--- config.mk ---
export PLATFORM = sky130hd
export DESIGN_NAME = bram_loader_flat
export DESIGN_NICKNAME = d
export VERILOG_FILES = /design/src/rtl/bram_loader_if.sv /design/src/rtl/bram_loader.sv /design/src/flat_wrapper.sv
export SDC_FILE = /design/constraint.sdc
export NUM_CORES = 1
export LEC_CHECK = 0
export ABC_AREA = 1
export ABC_CLOCK_PERIOD_IN_PS = 2600
export CORE_MARGIN = 2
export CORE_UTILIZATION = 57
export CTS_CLUSTER_SIZE = 10
export DETAILED_ROUTE_END_ITERATION = 6
export PLACE_DENSITY = 0.85
export SLEW_MARGIN = 0
export SYNTH_ARGS = -nofsm -noshare
export SYNTH_HDL_FRONTEND = slang
export SYNTH_SLANG_ARGS = --single-unit
export TNS_END_PERCENT = 1
--- constraint.sdc ---
create_clock -name clk -period 2.6 [get_ports clk]
set_input_delay 0.78 -clock clk [delete_from_list [all_inputs] [get_ports clk]]
set_output_delay 0.78 -clock clk [all_outputs]
set_load 0.02 [all_outputs]
--- src/rtl/bram_loader_if.sv ---
// Byte-stream handshake bundle feeding the BRAM loader (valid/ready with last marker).
interface bram_loader_if;
  logic       valid;
  logic       ready;
  logic [7:0] data;
  logic       last;

  modport master (output valid, output data, output last, input ready);
  modport slave  (input valid, input data, input last, output ready);
endinterface

--- src/rtl/bram_loader.sv ---
// Purpose: packs a byte stream little-endian into byte-enabled 32-bit BRAM port-B writes; BRAM_LOADER_CHECKSUM_EN adds a running word sum.
// Latency: write, done and word_count appear the cycle after the byte that completes a word or carries last.
// Backpressure: none while busy (1 byte/cycle, no bubbles); ready is low only while idle.
module bram_loader #(
  parameter int ADDR_W = 10
) (
  input  logic              clk,
  input  logic              rst,
  input  logic              start,
  input  logic [ADDR_W-1:0] base_addr,
  bram_loader_if.slave      s,
  output logic [3:0]        we_b,
  output logic [ADDR_W-1:0] addr_b,
  output logic [31:0]       din_b,
  output logic              busy,
  output logic              done,
  output logic              err,
  output logic [ADDR_W:0]   word_count
`ifdef BRAM_LOADER_CHECKSUM_EN
  ,
  output logic [31:0]       checksum
`endif
);

  typedef enum logic [1:0] {IDLE, LOAD, DRAIN} state_t;

  localparam logic [ADDR_W-1:0] PTR_MAX = '1;

  state_t            state, state_nx;
  logic [ADDR_W-1:0] ptr;
  logic [1:0]        idx;
  logic [3:0]        mask, mask_nx;
  logic [31:0]       word_acc, word_nx;
  logic              hs, wr_fire, ovf, start_acc;

  always_ff @(posedge clk) begin
    if (rst) state <= IDLE;
    else     state <= state_nx;
  end

  always_comb begin
    state_nx  = state;
    hs        = s.valid & s.ready;
    wr_fire   = 1'b0;
    ovf       = 1'b0;
    start_acc = 1'b0;
    word_nx   = word_acc;
    mask_nx   = mask;
    word_nx[{idx, 3'b000} +: 8] = s.data;
    mask_nx[idx]                = 1'b1;
    case (state)
      IDLE: begin
        if (start) begin
          start_acc = 1'b1;
          state_nx  = LOAD;
        end
      end
      LOAD: begin
        if (hs && (idx == 2'd3 || s.last)) begin
          wr_fire = 1'b1;
          if (s.last) begin
            state_nx = IDLE;
          end else if (ptr == PTR_MAX) begin
            // Full word landed on the last address: stop writing, swallow the rest.
            ovf      = 1'b1;
            state_nx = DRAIN;
          end
        end
      end
      DRAIN: begin
        if (hs && s.last) state_nx = IDLE;
      end
      default: state_nx = IDLE;
    endcase
  end

  always_ff @(posedge clk) begin
    if (rst) begin
      s.ready    <= 1'b0;
      we_b       <= '0;
      addr_b     <= '0;
      din_b      <= '0;
      busy       <= 1'b0;
      done       <= 1'b0;
      err        <= 1'b0;
      word_count <= '0;
      ptr        <= '0;
      idx        <= '0;
      mask       <= '0;
      word_acc   <= '0;
    end else begin
      we_b    <= '0;
      done    <= 1'b0;
      s.ready <= (state_nx != IDLE);
      busy    <= (state_nx != IDLE);
      if (start_acc) begin
        ptr        <= base_addr;
        idx        <= '0;
        mask       <= '0;
        word_acc   <= '0;
        word_count <= '0;
        err        <= 1'b0;
      end
      if (state == LOAD && hs) begin
        if (wr_fire) begin
          we_b       <= mask_nx;
          din_b      <= word_nx;
          addr_b     <= ptr;
          word_count <= word_count + 1'b1;
          idx        <= '0;
          mask       <= '0;
          word_acc   <= '0;
          if (!ovf) ptr <= ptr + 1'b1;
          if (ovf)    err  <= 1'b1;
          if (s.last) done <= 1'b1;
        end else begin
          idx      <= idx + 2'd1;
          mask     <= mask_nx;
          word_acc <= word_nx;
        end
      end
      if (state == DRAIN && hs && s.last) done <= 1'b1;
    end
  end

`ifdef BRAM_LOADER_CHECKSUM_EN
  always_ff @(posedge clk) begin
    if (rst)                 checksum <= '0;
    else if (start_acc)      checksum <= '0;
    else if (we_b != 4'b0)   checksum <= checksum + din_b;
  end
`endif

endmodule

--- src/flat_wrapper.sv ---
// flat-port wrapper written by rule: the top's interface ports become plain ports
module bram_loader_flat 
#(
  parameter int ADDR_W = 10
)
  (clk, rst, start, base_addr, we_b, addr_b, din_b, busy, done, err, word_count, s_valid, s_data, s_last, s_ready);
  bram_loader_if s_i ();
  input  logic clk;
  input  logic rst;
  input  logic start;
  input  logic [ADDR_W-1:0] base_addr;
  output logic [3:0] we_b;
  output logic [ADDR_W-1:0] addr_b;
  output logic [31:0] din_b;
  output logic busy;
  output logic done;
  output logic err;
  output logic [ADDR_W:0] word_count;
  input wire logic [$bits(s_i.valid)-1:0] s_valid;
  input wire logic [$bits(s_i.data)-1:0] s_data;
  input wire logic [$bits(s_i.last)-1:0] s_last;
  output wire logic [$bits(s_i.ready)-1:0] s_ready;
  assign s_i.valid = s_valid;
  assign s_i.data = s_data;
  assign s_i.last = s_last;
  assign s_ready = s_i.ready;
  bram_loader #(.ADDR_W(ADDR_W)) u_core (.clk(clk), .rst(rst), .start(start), .base_addr(base_addr), .s(s_i), .we_b(we_b), .addr_b(addr_b), .din_b(din_b), .busy(busy), .done(done), .err(err), .word_count(word_count));
endmodule
==> run metrics, run 1 <==
setup violators final 0; Leakage 2.33 nW; Top Ports 84; relative slew slack 68.1%; core area 0.00830 sq mm; reg2reg setup slack 320 ps; post-synth cell types 29; worst hold stages 2; Worst Hold End u_core.mask[3]; synthesized area per cell 7.04 sq um; Seq/Total Area, Yosys 44.8%; Detail Route Antenna Nets 0; residual DRC count 0; Layout area overhead 21.9%; worst r2r src u_core.idx[0]; vias after detailed routing 4701; period utilization 87.8%; synthesized flop and latch total 110; largest net degree at the start of global routing 60; # diodes 0; leading cell types in the layout, fill and taps excluded 173 x nand2_1, 110 x nor2_1, 110 x dfxtp_1; Root Driver clkbuf_8; Hold Fails Final Rpt 0; crit path launch type flip-flop; total wire length 12000 microns; mapped cell area 0.00491 sq mm; Synthesized Nets 731; port bufs 83; layout cell share with drive strength beyond 1 5.45%; gr busiest metal met2; clk buf depth 2; setup TNS 0 ps; Initial Util 59.2%; Total Nets Final 798; Die X 96.9 microns; Crit. End Element flip-flop; Max H-tree Level 3; M3 GR Usage 4.48%; setup ws final 317 ps; Worst Path Arrival 2580 ps; TritonRoute pass-1 iters 5; Worst R2R End u_core.word_acc[0]; Net Sw Frac 26.8%; non-filler cells, final 875; All-Layer GR Usage 25.3%; clock sinks 110; final core occ 72.2%; first-pass GRT wire length 20000 microns; placed cells 859; Num CTS Buffers 9; final worst clock skew 12.6 ps; Reg clk slew, reported paths 100 ps; critical path required time 2900 ps; Post-DP Area 0.00580 sq mm; Slew @ Worst Pin 477 ps; Hold Path Class flip-flop to flip-flop; max-cap viol count 0; pwr dens 518 mW/mm^2; Crit Path Max Fanout 13; vias in the first global route 4397; number of vias per cell 5.37; number of synthesized flops with an enable pin 0; commonest non-fill, non-tap cell in the layout nand2_1; CTS tree done; asr flop ratio synth 0%; Slew Limit Fails 0; Synth Flop Type dfxtp_1; Comb pwr share 11.5%; die height 96.9 microns; Resize count post-CTS 0; Flop pwr share 56.4%; f_max 438 MHz; antenna violations before repair 0; Synth Warn # 0; routability cong. 0.878; dpl hpwl 8320 microns; number of setup buffers added after CTS 0; P_sw 0.831 mW; fin crit period 2280 ps; cells on worst reg2reg path 7; HP Start u_core.mask[3]; die area 0.00938 sq mm; worst slack, placed 176 ps; kind of critical path flip-flop to flip-flop; worst skew pair latency 370 ps; FP Rows 33; Routed WL per cell 13.7 microns; final instance area 0.00599 sq mm; clock power share 32.1%; CTS Hold Bufs 0; grt ovf 0; Internal 2.27 mW; grt met2 use 43.5%; Syn Inst Count 698; M1 GR Usage 31.9%; DRT iter0 DRCs 335; RSZ-0062 raised after global routing no; outcome finished clean; worst vdd ir 0.382 mV
==> worst max-delay path: stages (launching register included) <==
cell and delay (ps):
dfxtp_1 630, inv_1 260, ha_1 360, inv_1 90, nand4_1 340, o22ai_1 320, nand2_1 90, a21oi_1 120
==> kinds of logic after synthesis <==
family | count (synthesis) | share of synthesized area [%]
AOI/OAI and AO/OA | 146 | 16.0
adders and majority gates | 10 | 2.55
buffers and inverters | 105 | 9.06
xor gates and xnor gates | 7 | 1.25
and+or+nand+nor | 320 | 26.4
DFF | 110 | 44.8
==> metal layers <==
metal | share of wire, % | vias up
met5 | 0 | -
met4 | 1.9 | 0
met3 | 6.2 | 19
met2 | 50 | 165
met1 | 42 | 2168
li1 | - | 2349
==> how the worst max path moves through the flow <==
| stage | slack, ps | cells past startpoint | from | endpoint |
|---|---|---|---|---|
| CTS | 330 | 7 | u_core.idx[0] | u_core.word_acc[3] |
| global route | 80 | 8 | u_core.idx[0] | u_core.word_acc[21] |
| floorplan | 840 | 8 | u_core.idx[0] | u_core.word_acc[0] |
| detailed placement | 180 | 9 | s_last | u_core.word_count[4] |
| finish | 320 | 7 | u_core.idx[0] | u_core.word_acc[0] |
| global placement | 260 | 9 | s_last | u_core.word_count[4] |
==> registers in the layout, summed over array words and instances (netlist names) <==
| signal | cells |
|---|---|
| u_core.ptr | 10 |
| u_core.word_count | 11 |
| u_core.we_b | 4 |
| u_core.s.ready | 1 |
| u_core.word_acc | 32 |
| u_core.din_b | 32 |
| u_core.idx | 2 |
| u_core.addr_b | 10 |
| u_core.err | 1 |
| u_core.state | 2 |
| u_core.mask | 4 |
| u_core.done | 1 |
==> area by class of cell <==
cell class | instances | area (sq um)
Clock buffer | 11 | 151
Clock inverter | 5 | 40.0
Fill cell | 656 | 2310
Inverter | 68 | 255
Multi-Input combinational cell | 483 | 2270
Sequential cell | 110 | 2200
Tap cell | 105 | 131
Timing Repair Buffer | 93 | 943
==> power by group through the flow <==
stage                     Clock [mW]  Sequential (mW)  Combinational [mW]
after detailed placement           0             1.79               0.354
after global routing            1.08             1.76               0.391
after floorplan                    0             1.80               0.199
final                          0.997             1.75               0.356
after CTS                       1.01             1.75               0.356
after global placement             0             1.79               0.344
==> Yosys cell counts (all sizes together) (2+ instances only) <==
| library cell | number | area [sq um] |
|---|---|---|
| nand2 | 176 | 668 |
| nor2 | 114 | 445 |
| dfxtp | 110 | 2200 |
| inv | 67 | 251 |
| o21ai | 66 | 330 |
| a21oi | 54 | 278 |
| o22ai | 24 | 150 |
| buf | 22 | 134 |
| nand3 | 17 | 100 |
| clkbuf | 15 | 56.3 |
| ha | 10 | 125 |
| xor2 | 5 | 43.8 |
| nand3b | 4 | 30.0 |
| nand4 | 4 | 25.0 |
| nor3 | 4 | 20.0 |
| xnor2 | 2 | 17.5 |
==> per-stage QoR <==
step | hold WS (ps) | power (mW)
2_1_floorplan | 436 | 2.00
3_3_place_gp | 444 | 2.13
3_5_place_dp | 451 | 2.14
4_1_cts | 466 | 3.12
5_1_grt | 485 | 3.23
6_report | 463 | 3.10
Note: power is estimated with default switching activity, not from simulation.
==> run 2, diff against run 1 <==
--- a/config.mk
+++ b/config.mk
@@ -5,7 +5,6 @@
 export SDC_FILE = /design/constraint.sdc
 export NUM_CORES = 1
 export LEC_CHECK = 0
-export ABC_AREA = 1
 export ABC_CLOCK_PERIOD_IN_PS = 2600
 export CORE_MARGIN = 2
 export CORE_UTILIZATION = 57
==> run 2 against run 1 <==
- highest routed layer unchanged
- first-iteration DRC count decreased by 26%
- count of clock-buffer cells in the layout unchanged
- total power decreased by 4.1%
- largest cell class unchanged
- cell area decreased by 1.9%
- sequential power about the same
- die area decreased by 3.1%
- maximum frequency decreased by 0.48%
- area after synthesis decreased by 3.2%
==> run metrics, run 2 <==
dpl hpwl 8090 microns; final instance area 0.00588 sq mm; clk buf depth 2; Initial Util 58.5%; Crit Path Max Fanout 9; largest net degree at the start of global routing 74; Total Nets Final 678; placed cells 739; clock power share 32.6%; Layout area overhead 23.7%; Comb pwr share 9.0%; All-Layer GR Usage 26.3%; Hold Path Class flip-flop to flip-flop; Slew Limit Fails 0; top flop regs u_core.din_b (32), u_core.word_acc (32), u_core.word_count (11); largest area contributor in the netlist dfxtp_1; Leakage 2.06 nW; f_max 436 MHz; critical path required time 2890 ps; post-synth cell types 54; # diodes 0; Commonest cells post-synth 122 x nor2_1, 110 x dfxtp_1, 89 x a21oi_1, 35 x nand2_1, 34 x a211oi_1; kind of critical path flip-flop to flip-flop; number of vias per cell 5.74; CTS Hold Bufs 0; grt ovf 0; Die X 95.3 microns; outcome finished clean; synthesized flop and latch total 110; Flop pwr share 58.4%; Fill cells 596; Synth Warn # 0; Net Sw Frac 25.9%; Top Ports 84; vias in the first global route 4057; DRT iter0 DRCs 247; RSZ-0062 raised after global routing no; Hold Fails Final Rpt 0; routability cong. 0.878; Synthesized Nets 603; period utilization 88.2%; Routed WL per cell 15.5 microns; Post-DP Area 0.00570 sq mm; relative slew slack 66.4%; Max H-tree Level 3; top-count cell post-synth nor2_1; pwr dens 506 mW/mm^2; top cells by area, synth dfxtp_1 46%, nor2_1 9.6%, a21oi_1 9.4%, a211oi_1 5.4%, nor2b_1 4.3%; final worst clock skew 10.3 ps; core area 0.00813 sq mm; die area 0.00909 sq mm; crit path launch type flip-flop; Detail Route Antenna Nets 0; non-filler cells, final 755; leading cell types in the layout, fill and taps excluded 122 x nor2_1, 110 x dfxtp_1, 89 x a21oi_1; Synth Flop Type dfxtp_1; setup violators final 0; Resize count post-CTS 0; clock sinks 110; Syn Inst Count 570; antenna violations before repair 0; Reg clk slew, reported paths 100 ps; total wire length 11700 microns; mapped cell area 0.00476 sq mm; Yosys top cell area share 46.3%; Internal 2.21 mW; synthesized area per cell 8.34 sq um; number of setup buffers added after CTS 0; FP Rows 33; layout cell share with drive strength beyond 1 7.85%; port bufs 83; asr flop ratio synth 0%; TritonRoute pass-1 iters 5; P_sw 0.772 mW; worst skew pair latency 370 ps; final core occ 72.3%; Worst Path Arrival 2590 ps; max-cap viol count 0; Crit. End Element flip-flop; Power Total 2.98 mW; first-pass GRT wire length 18800 microns; number of synthesized flops with an enable pin 0; Num CTS Buffers 9; vias after detailed routing 4332; Slew @ Worst Pin 498 ps; Root Driver clkbuf_8; commonest non-fill, non-tap cell in the layout nor2_1; residual DRC count 0; Seq/Total Area, Yosys 46.3%; worst vdd ir 0.412 mV; CTS tree done; fin crit period 2290 ps; die height 95.3 microns
-- run 2: cell types whose count changed after synthesis, moves of 6 or more --
cell / before / now
a211oi_1: 0 / 34
a21oi_1: 52 / 89
a22oi_1: 0 / 6
and3_1: 0 / 7
buf_2: 8 / 14
inv_1: 64 / 4
nand2_1: 173 / 35
nor2_1: 111 / 122
nor2b_1: 0 / 33
o21ai_0: 66 / 1
o22ai_1: 24 / 1
-- run 2: layer usage --
metal | vias to the layer above | part of all wire [%] | track usage (%)
met1 | 2027 | 42 | 31.7
met5 | - | 0 | 0
met4 | 0 | 1.6 | 9.18
li1 | 2130 | - | -
met2 | 156 | 50 | 45.0
met3 | 19 | 6.8 | 7.19
-- run 2: critical path, stage by stage, from the launching register on --
cell,delay [ps]
dfxtp_1,530
inv_1,220
ha_1,400
nor4bb_1,490
buf_4,230
a21oi_1,100
a211oi_1,250
-- run 2: power by group through the flow --
stage | sequential [mW] | clock, mW | combinational [mW]
final | 1.74 | 0.972 | 0.268
after floorplan | 1.78 | 0 | 0.140
after global placement | 1.77 | 0 | 0.259
after global routing | 1.74 | 1.04 | 0.289
after CTS | 1.74 | 0.981 | 0.266
after detailed placement | 1.78 | 0 | 0.265
-- run 2: path summary, 6_finish.rpt --
check	from	to	slack [ps]	depth (start not counted)
worst min-delay path	u_core.addr_b[0]	u_core.addr_b[0]	460	2
worst max register to register	u_core.idx[0]	u_core.din_b[30]	310	6
worst max-delay path	u_core.idx[0]	u_core.din_b[30]	310	6
worst min register to register	u_core.addr_b[0]	u_core.addr_b[0]	460	2
-- run 2: final cells by class --
class / count / area [sq um] / area share (%)
Clock buffer: 11 / 141 / 2.40
Inverter: 4 / 15.0 / 0.255
Multi-Input combinational cell: 416 / 2330 / 39.6
Tap cell: 105 / 131 / 2.23
Sequential cell: 110 / 2200 / 37.4
Clock inverter: 5 / 41.3 / 0.702
Timing Repair Buffer: 104 / 1020 / 17.4
-- run 2: cell families after synthesis --
group / share of synthesized area (%)
buffers and inverters: 4.71
DFF: 46.3
AOI/OAI and AO/OA: 20.4
xor gates and xnor gates: 1.29
adders and majority gates: 2.63
and+or+nand+nor: 24.7
-- run 2: through the flow --
| step | TNS (ps) | setup slack, ps | hold WS, ps |
|---|---|---|---|
| finish | 0 | 306 | 461 |
| global route | 0 | 53.8 | 484 |
| CTS | 0 | 305 | 462 |
| detailed placement | -74.7 | -37.1 | 446 |
| global placement | 0 | 19.5 | 441 |
| floorplan | 0 | 600 | 432 |
